==> config.mk <==
export PLATFORM = sky130hd
export DESIGN_NAME = uart_tx_fifo_ctrl_flat
export DESIGN_NICKNAME = d
export VERILOG_FILES = /design/src/rtl/uart_tx_pkg.sv /design/src/rtl/uart_tx_fifo_ctrl_if.sv /design/src/rtl/uart_tx_sync_fifo.sv /design/src/rtl/uart_tx_fifo_ctrl.sv /design/src/flat_wrapper.sv
export SDC_FILE = /design/constraint.sdc
export NUM_CORES = 1
export LEC_CHECK = 0
export CAP_MARGIN = 20
export CORE_UTILIZATION = 45
export DETAILED_ROUTE_END_ITERATION = 6
export PLACE_DENSITY_LB_ADDON = 0.2
export RECOVER_POWER = 25
export SETUP_SLACK_MARGIN = 0.4
export SYNTH_ARGS = -nofsm -noshare
export SYNTH_HDL_FRONTEND = slang
export SYNTH_HIERARCHICAL = 1
export SYNTH_SLANG_ARGS = --single-unit
==> constraint.sdc <==
create_clock -name clk -period 3.06 [get_ports clk]
set_input_delay 0.612 -clock clk [delete_from_list [all_inputs] [get_ports clk]]
set_output_delay 0.612 -clock clk [all_outputs]
set_load 0.005 [all_outputs]
==> src/rtl/uart_tx_pkg.sv <==
// rtl/uart_tx_pkg.sv - shared FSM state and parity-mode definitions for the UART transmitter
package uart_tx_pkg;

    typedef enum logic [2:0] {
        IDLE,
        START,
        DATA,
        PARITY,
        STOP
    } tx_state_e;

    localparam logic [1:0] PAR_NONE = 2'b00;
    localparam logic [1:0] PAR_EVEN = 2'b01;
    localparam logic [1:0] PAR_ODD  = 2'b10;

endpackage

==> src/rtl/uart_tx_fifo_ctrl_if.sv <==
// rtl/uart_tx_fifo_ctrl_if.sv - valid/ready word handshake into the UART transmit FIFO
interface uart_tx_fifo_ctrl_if #(
    parameter int DATA_W = 8
);
    logic [DATA_W-1:0] in_data;
    logic              in_valid;
    logic              in_ready;

    modport master (output in_data, output in_valid, input in_ready);
    modport slave  (input in_data, input in_valid, output in_ready);
endinterface

==> src/rtl/uart_tx_sync_fifo.sv <==
// rtl/uart_tx_sync_fifo.sv - synchronous FIFO with wrap-bit pointers, shared by the UART paths
module uart_tx_sync_fifo #(
    parameter  int DATA_W = 8,
    parameter  int DEPTH  = 4,
    localparam int AW     = $clog2(DEPTH),
    localparam int CW     = $clog2(DEPTH + 1)
) (
    input  logic              clk,
    input  logic              rst_n,
    input  logic              push,
    input  logic [DATA_W-1:0] push_data,
    input  logic              pop,
    output logic [DATA_W-1:0] pop_data,
    output logic              full,
    output logic              empty,
    output logic [CW-1:0]     count
);
    logic [AW:0]       wr_ptr_q, wr_ptr_d;
    logic [AW:0]       rd_ptr_q, rd_ptr_d;
    logic [DATA_W-1:0] mem_q [DEPTH];
    logic              do_push, do_pop;

    // Extra MSB on each pointer distinguishes full from empty when the index bits match.
    assign full     = (wr_ptr_q[AW] != rd_ptr_q[AW]) && (wr_ptr_q[AW-1:0] == rd_ptr_q[AW-1:0]);
    assign empty    = (wr_ptr_q == rd_ptr_q);
    assign count    = CW'(wr_ptr_q - rd_ptr_q);
    assign do_push  = push && !full;
    assign do_pop   = pop && !empty;
    assign pop_data = mem_q[rd_ptr_q[AW-1:0]];

    always_comb begin
        wr_ptr_d = wr_ptr_q;
        rd_ptr_d = rd_ptr_q;
        if (do_push) wr_ptr_d = wr_ptr_q + (AW+1)'(1);
        if (do_pop)  rd_ptr_d = rd_ptr_q + (AW+1)'(1);
    end

    always_ff @(posedge clk or negedge rst_n) begin
        if (!rst_n) begin
            wr_ptr_q <= '0;
            rd_ptr_q <= '0;
        end else begin
            wr_ptr_q <= wr_ptr_d;
            rd_ptr_q <= rd_ptr_d;
        end
    end

    always_ff @(posedge clk) begin
        if (do_push) mem_q[wr_ptr_q[AW-1:0]] <= push_data;
    end

endmodule

==> src/rtl/uart_tx_fifo_ctrl.sv <==
// rtl/uart_tx_fifo_ctrl.sv - FIFO-fed UART transmitter, runtime frame format; UART_TX_FIFO_CTRL_PARITY_EN adds parity
module uart_tx_fifo_ctrl
    import uart_tx_pkg::*;
#(
    parameter  int DATA_W = 8,
    parameter  int DEPTH  = 4,
    parameter  int DIV_W  = 16,
    localparam int CW     = $clog2(DEPTH + 1)
) (
    input  logic               clk,
    input  logic               rst_n,
    uart_tx_fifo_ctrl_if.slave in_if,
    input  logic [DIV_W-1:0]   cfg_baud_div,
    input  logic               cfg_stop2,
    input  logic [1:0]         cfg_parity,
    output logic               tx,
    output logic               tx_busy,
    output logic               tx_done,
    output logic [CW-1:0]      fifo_count
);
    localparam int BW = $clog2(DATA_W + 1);

    tx_state_e         state_q, state_d;
    logic [DATA_W-1:0] shift_q, shift_d;
    logic [DIV_W-1:0]  baud_cnt_q, baud_cnt_d;
    logic [DIV_W-1:0]  div_m1_q, div_m1_d;
    logic [BW-1:0]     bit_cnt_q, bit_cnt_d;
    logic              stop2_q, stop2_d;
    logic              tx_q, tx_d;
    logic              busy_q, busy_d;
    logic              done_q, done_d;
    logic              fifo_pop, fifo_full, fifo_empty, load, bit_end;
    logic [DATA_W-1:0] fifo_head;
`ifdef UART_TX_FIFO_CTRL_PARITY_EN
    logic              par_en_q, par_en_d;
    logic              par_bit_q, par_bit_d;
`else
    logic              unused_cfg_parity;
    assign unused_cfg_parity = ^cfg_parity;
`endif

    uart_tx_sync_fifo #(.DATA_W(DATA_W), .DEPTH(DEPTH)) u_fifo (
        .clk       (clk),
        .rst_n     (rst_n),
        .push      (in_if.in_valid),
        .push_data (in_if.in_data),
        .pop       (fifo_pop),
        .pop_data  (fifo_head),
        .full      (fifo_full),
        .empty     (fifo_empty),
        .count     (fifo_count)
    );

    assign in_if.in_ready = !fifo_full;
    assign bit_end        = (baud_cnt_q == div_m1_q);
    assign tx             = tx_q;
    assign tx_busy        = busy_q;
    assign tx_done        = done_q;

    always_comb begin
        state_d    = state_q;
        shift_d    = shift_q;
        baud_cnt_d = bit_end ? '0 : baud_cnt_q + DIV_W'(1);
        div_m1_d   = div_m1_q;
        bit_cnt_d  = bit_cnt_q;
        stop2_d    = stop2_q;
        tx_d       = tx_q;
        busy_d     = busy_q;
        done_d     = 1'b0;
        load       = 1'b0;
        fifo_pop   = 1'b0;
`ifdef UART_TX_FIFO_CTRL_PARITY_EN
        par_en_d   = par_en_q;
        par_bit_d  = par_bit_q;
`endif
        case (state_q)
            IDLE: begin
                tx_d       = 1'b1;
                busy_d     = 1'b0;
                baud_cnt_d = '0;
                load       = !fifo_empty;
            end
            START: if (bit_end) begin
                state_d   = DATA;
                bit_cnt_d = '0;
                tx_d      = shift_q[0];
            end
            DATA: if (bit_end) begin
                if (bit_cnt_q == BW'(DATA_W - 1)) begin
`ifdef UART_TX_FIFO_CTRL_PARITY_EN
                    if (par_en_q) begin
                        state_d = PARITY;
                        tx_d    = par_bit_q;
                    end else begin
                        state_d   = STOP;
                        tx_d      = 1'b1;
                        bit_cnt_d = '0;
                    end
`else
                    state_d   = STOP;
                    tx_d      = 1'b1;
                    bit_cnt_d = '0;
`endif
                end else begin
                    bit_cnt_d = bit_cnt_q + BW'(1);
                    shift_d   = shift_q >> 1;
                    tx_d      = shift_q[1];
                end
            end
`ifdef UART_TX_FIFO_CTRL_PARITY_EN
            PARITY: if (bit_end) begin
                state_d   = STOP;
                tx_d      = 1'b1;
                bit_cnt_d = '0;
            end
`endif
            // bit_cnt is reused to count the optional second stop bit.
            STOP: if (bit_end) begin
                if (stop2_q && bit_cnt_q == '0) begin
                    bit_cnt_d = BW'(1);
                end else begin
                    done_d = 1'b1;
                    load   = !fifo_empty;
                    if (fifo_empty) begin
                        state_d = IDLE;
                        busy_d  = 1'b0;
                        tx_d    = 1'b1;
                    end
                end
            end
            default: state_d = IDLE;
        endcase

        // Frame start: the format is captured here so mid-frame cfg changes are ignored.
        if (load) begin
            fifo_pop   = 1'b1;
            shift_d    = fifo_head;
            div_m1_d   = (cfg_baud_div == '0) ? '0 : cfg_baud_div - DIV_W'(1);
            stop2_d    = cfg_stop2;
            state_d    = START;
            tx_d       = 1'b0;
            busy_d     = 1'b1;
            baud_cnt_d = '0;
`ifdef UART_TX_FIFO_CTRL_PARITY_EN
            par_en_d   = (cfg_parity == PAR_EVEN) || (cfg_parity == PAR_ODD);
            par_bit_d  = (^fifo_head) ^ (cfg_parity == PAR_ODD);
`endif
        end
    end

    always_ff @(posedge clk or negedge rst_n) begin
        if (!rst_n) begin
            state_q    <= IDLE;
            shift_q    <= '0;
            baud_cnt_q <= '0;
            div_m1_q   <= '0;
            bit_cnt_q  <= '0;
            stop2_q    <= 1'b0;
            tx_q       <= 1'b1;
            busy_q     <= 1'b0;
            done_q     <= 1'b0;
`ifdef UART_TX_FIFO_CTRL_PARITY_EN
            par_en_q   <= 1'b0;
            par_bit_q  <= 1'b0;
`endif
        end else begin
            state_q    <= state_d;
            shift_q    <= shift_d;
            baud_cnt_q <= baud_cnt_d;
            div_m1_q   <= div_m1_d;
            bit_cnt_q  <= bit_cnt_d;
            stop2_q    <= stop2_d;
            tx_q       <= tx_d;
            busy_q     <= busy_d;
            done_q     <= done_d;
`ifdef UART_TX_FIFO_CTRL_PARITY_EN
            par_en_q   <= par_en_d;
            par_bit_q  <= par_bit_d;
`endif
        end
    end

endmodule

==> src/flat_wrapper.sv <==
// flat-port wrapper written by rule: the top's interface ports become plain ports
module uart_tx_fifo_ctrl_flat import uart_tx_pkg::*;
#(
    parameter  int DATA_W = 8,
    parameter  int DEPTH  = 4,
    parameter  int DIV_W  = 16,
    localparam int CW     = $clog2(DEPTH + 1)
)
  (clk, rst_n, cfg_baud_div, cfg_stop2, cfg_parity, tx, tx_busy, tx_done, fifo_count, in_if_in_data, in_if_in_valid, in_if_in_ready);
  uart_tx_fifo_ctrl_if #(.DATA_W(DATA_W)) in_if_i ();
  input  logic clk;
  input  logic rst_n;
  input  logic [DIV_W-1:0] cfg_baud_div;
  input  logic cfg_stop2;
  input  logic [1:0] cfg_parity;
  output logic tx;
  output logic tx_busy;
  output logic tx_done;
  output logic [CW-1:0] fifo_count;
  input wire logic [$bits(in_if_i.in_data)-1:0] in_if_in_data;
  input wire logic [$bits(in_if_i.in_valid)-1:0] in_if_in_valid;
  output wire logic [$bits(in_if_i.in_ready)-1:0] in_if_in_ready;
  assign in_if_i.in_data = in_if_in_data;
  assign in_if_i.in_valid = in_if_in_valid;
  assign in_if_in_ready = in_if_i.in_ready;
  uart_tx_fifo_ctrl #(.DATA_W(DATA_W), .DEPTH(DEPTH), .DIV_W(DIV_W)) u_core (.clk(clk), .rst_n(rst_n), .in_if(in_if_i), .cfg_baud_div(cfg_baud_div), .cfg_stop2(cfg_stop2), .cfg_parity(cfg_parity), .tx(tx), .tx_busy(tx_busy), .tx_done(tx_done), .fifo_count(fifo_count));
endmodule
==> metrics.md <==
| Metric | Value |
|---|---|
| Fraction of power consumed by combinational cells | 35.0% |
| Period utilisation layout | 82.4% |
| Part of the total power dissipated in the clock network | 19.5% |
| Kind of launch point of the worst setup path | register |
| Worst endpoint data arrival time | 1.91 ns |
| Critical Path Fanout Max | 5 |
| Run status | finished, final reports clean |
| Yosys Warn Count | 6 |
| H-Tree Level Count | 3 |
| Height of the die | 102 um |
| Sw power | 1.36 mW |
| CTS buffer count | 9 |
| Compound-cell area share of the yosys netlist | 8.41% |
| Iteration count of the initial detailed-routing pass | 4 |
| Hold_buf cts | 0 |
| CP Class | register to output port |
| Fill count | 856 |
| Seq/Total Area, Yosys | 53.4% |
| Setup slack of the worst register-to-register path | 0.57 ns |
| Proportion of total power due to net switching | 33.4% |
| Average detailed-routed wire length per instance | 15.0 um |
| Count of vias placed by the detailed router | 2888 |
| Number of diodes added for antenna fixing | 0 |
| Count of pins on the block boundary | 37 |
| Unrepaired setup endpoints after global routing | no |
| First DRT Iteration DRCs | 96 |
| Overflow left after global routing | 0 |
| Clock latency of the later-clocked register in the worst-skew pair | 0.37 ns |
| Worst-case headroom to the max-slew limit | 38.2% |
| Synthesized-area fraction occupied by xor and xnor cells | 7.99% |
| Max Slew Vio Count | 0 |
| Number of setup violations in the final report | 0 |
| Multiplexer fraction of the synthesized cell area | 10.6% |
| Crit end category | output port |
| Dominant combinational cell family by area after synthesis | simple AND/OR/NAND/NOR gates |
| Post-Synth Simple-Gate Area | 13.0% |
| Rows | 36 |
| Class of the tightest hold or removal check | input port to async pin |
| DRT antenna net count | 0 |
| Number of synthesized register bits | 89 |
| Leakage power total | 2.08 nW |
| Floorplan die width | 102 um |
| Layout cell share with drive strength beyond 1 | 17.1% |
| Multi-input combinational cell area | 1960 sq um |
| Reported max-cap violation count | 0 |
| Internal portion of total power | 2.71 mW |
| Average instance area after synthesis | 11.9 sq um |
| WP data required | 2.45 ns |
| Antenna violations before repair | 0 |
| Core Region | 9730 sq um |
| Synthesized netlist cell count | 377 |
| Routability-driven placement congestion ratio | 0.744 |
| Global-route wire length before repair | 14100 um |
| Layout Area Growth over Synthesis | 16.7% |
| Area of the mapped netlist | 4480 sq um |
| Relative contribution of sequential cells to total power | 45.5% |
| Tightest Pin Transition | 0.927 ns |
| Launching point of the worst reg2reg path | u_core/baud_cnt_q[0]$_DFF_PN0_ |
| Worst IR Drop VDD | 0.612 mV |
| DR DRC count | 0 |
| Unique masters post-synth | 51 |
| Total die area | 10400 sq um |
| Area occupied by registers | 2390 sq um |
| Number of nets in the synthesized netlist | 419 |
| Net count reported at finish | 465 |
| Final total negative setup slack | 0 ns |
| Largest net degree at the start of global routing | 41 |
| DRT Wirelength | 8390 um |
| Post-detailed-route via-to-cell ratio | 5.15 |
| Maximum clock frequency | 397 MHz |
| Total of buffers placed on input and output ports | 34 |
| Clock Path Buffers | 2 |
| Post-synthesis share of cell area spent on full adders, half adders and majority gates | 3.52% |
| Capture point of the worst reg-to-reg path | u_core/shift_q[2]$_DFFE_PN0P_ |
| Effective utilization at floorplan | 46.0% |
| Root buf cell | clkbuf_8 |
| HPWL after detailed placement | 5960 um |
| Global Route Usage Sum | 18.0% |
| Time the final worst path needs with I/O delays and setup | 2.52 ns |
| Number of clock sinks seen by CTS | 89 |
| Final hold vios | 0 |
| Core Util, Final | 53.7% |
| Number of global-route vias before repair | 2887 |
| Power density normalized to cell area | 778 nW/um^2 |
| Cells on worst reg2reg path | 6 |
| Worst Skew | 0.0102 ns |
| Clock tree from TritonCTS | yes |
| Clock slew at reported path FFs | 0.10 ns |
[cell type report]
| type | count | area share (%) |
|---|---|---|
| clock buffers | 9 | 2.37 |
| clock inverters | 7 | 1.39 |
| inverters | 16 | 1.15 |
| multi-input cells | 257 | 37.5 |
| flip-flops and latches | 89 | 45.7 |
| well taps | 133 | 3.18 |
| repair buffers | 50 | 8.64 |
[worst max-delay path, stage by stage, from the launching register on]
cell and delay [ns]:
dfrtp_2 0.46, ha_1 0.33, nand3_1 0.17, inv_1 0.05, inv_1 0.05, clkdlybuf4s50_1 0.49
[layer usage]
layer	GRT usage, %	wire length [um]
met5	0	0
met4	6.58	118
met3	4.14	234
met2	30.2	4100
met1	22.8	3940
[Yosys cell counts (all sizes together)]
| cell type | n | area, sq um |
|---|---|---|
| a211oi | 1 | 7.51 |
| a21boi | 1 | 11.3 |
| a21o | 1 | 7.51 |
| a21oi | 13 | 65.1 |
| a31o | 1 | 8.76 |
| and2 | 1 | 6.26 |
| and3 | 12 | 75.1 |
| and3b | 1 | 8.76 |
| buf | 8 | 53.8 |
| clkbuf | 7 | 26.3 |
| dfrtp | 56 | 1400 |
| dfstp | 1 | 26.3 |
| edfxtp | 32 | 961 |
| fa | 1 | 20.0 |
| ha | 11 | 138 |
| inv | 16 | 60.1 |
| mux2 | 21 | 255 |
| mux2i | 4 | 40.0 |
| mux4 | 8 | 180 |
| nand2 | 25 | 93.8 |
| nand2b | 2 | 12.5 |
| nand3 | 10 | 50.1 |
| nand3b | 4 | 30.0 |
| nand4 | 5 | 31.3 |
| nand4bb | 1 | 11.3 |
| nor2 | 26 | 97.6 |
| nor2b | 2 | 12.5 |
| nor3 | 3 | 15.0 |
| nor3b | 1 | 7.51 |
| nor4 | 4 | 46.3 |
| o211ai | 1 | 7.51 |
| o21ai | 29 | 149 |
| o21bai | 1 | 7.51 |
| o31ai | 15 | 113 |
| or2 | 2 | 12.5 |
| or3 | 6 | 37.5 |
| or3b | 2 | 17.5 |
| or4 | 2 | 15.0 |
| xnor2 | 29 | 254 |
| xor2 | 11 | 104 |
[how the worst max path moves through the flow]
| stage | startpoint | endpoint | cells after the start |
|---|---|---|---|
| floorplan | u_core/u_fifo/rd_ptr_q[1]$_DFFE_PN0P_ | u_core/u_fifo/rd_ptr_q[1]$_DFFE_PN0P_ | 13 |
| global placement | cfg_baud_div[0] | u_core/div_m1_q[14]$_DFFE_PN0N_ | 10 |
| detailed placement | cfg_baud_div[0] | u_core/div_m1_q[14]$_DFFE_PN0N_ | 10 |
| CTS | u_core/u_fifo/wr_ptr_q[1]$_DFFE_PN0P_ | in_if_in_ready | 5 |
| global route | u_core/baud_cnt_q[0]$_DFF_PN0_ | u_core/shift_q[2]$_DFFE_PN0P_ | 6 |
| finish | u_core/u_fifo/wr_ptr_q[1]$_DFFE_PN0P_ | in_if_in_ready | 5 |
[flip-flops by register name (all words and copies together) (netlist names)]
signal                  flops
u_core/baud_cnt_q          16
u_core/bit_cnt_q            4
u_core/div_m1_q            16
u_core/shift_q              8
u_core/state_q              3
u_core/stop2_q              1
u_core/tx                   1
u_core/tx_busy              1
u_core/tx_done              1
u_core/u_fifo/mem_q        32
u_core/u_fifo/rd_ptr_q      3
u_core/u_fifo/wr_ptr_q      3
[placed cells by master, fill, tap and decap left out, types with 16 or more instances in the layout]
cell,synthesis,final
o21ai_0,27,27
edfxtp_1,32,32
nand2_1,25,25
buf_4,1,16
dfrtp_1,56,55
clkdlybuf4s50_1,0,23
nor2_1,26,26
xnor2_1,29,29
mux2_2,16,16
[kinds of logic (layout without fill, tap and decap cells)]
kind of cell | Yosys count | after routing
AO/OA/AOI/OAI | 63 | 63
buffers and inverters | 31 | 82
multiplexers | 33 | 33
adder cells (fa/ha/maj) | 12 | 12
XOR/XNOR | 40 | 40
flip-flops | 89 | 89
AND/OR/NAND/NOR | 109 | 109
[power by group through the flow]
stage	logic, mW	clock network [mW]	registers, mW
floorplan	1.02	0	1.81
detailed placement	1.43	0	1.88
global placement	1.41	0	1.87
finish	1.42	0.793	1.85
CTS	1.43	0.827	1.85
global route	1.58	0.878	1.90
[metrics by stage]
step / cells / total power, mW / hold WS, ns / setup slack (ns) / instance area [sq um]
final: 561 / 4.07 / 0.356 / 0.539 / 5230
after detailed placement: 541 / 3.31 / 0.459 / 0.261 / 4990
after global placement: 541 / 3.28 / 0.462 / 0.294 / 4990
after floorplan: 377 / 2.83 / 0.316 / 0.400 / 4480
after CTS: 558 / 4.10 / 0.156 / 0.468 / 5190
after global routing: 561 / 4.35 / 0.432 / 0.403 / 5230
[repair_timing]
item	CTS	global route
gates cloned	0	0
gates resized for setup	3	3
endpoints found under the setup margin	2	5
pin swaps	1	0
buffers inserted	1	2
No activity file was read; power rests on OpenSTA's default activity.
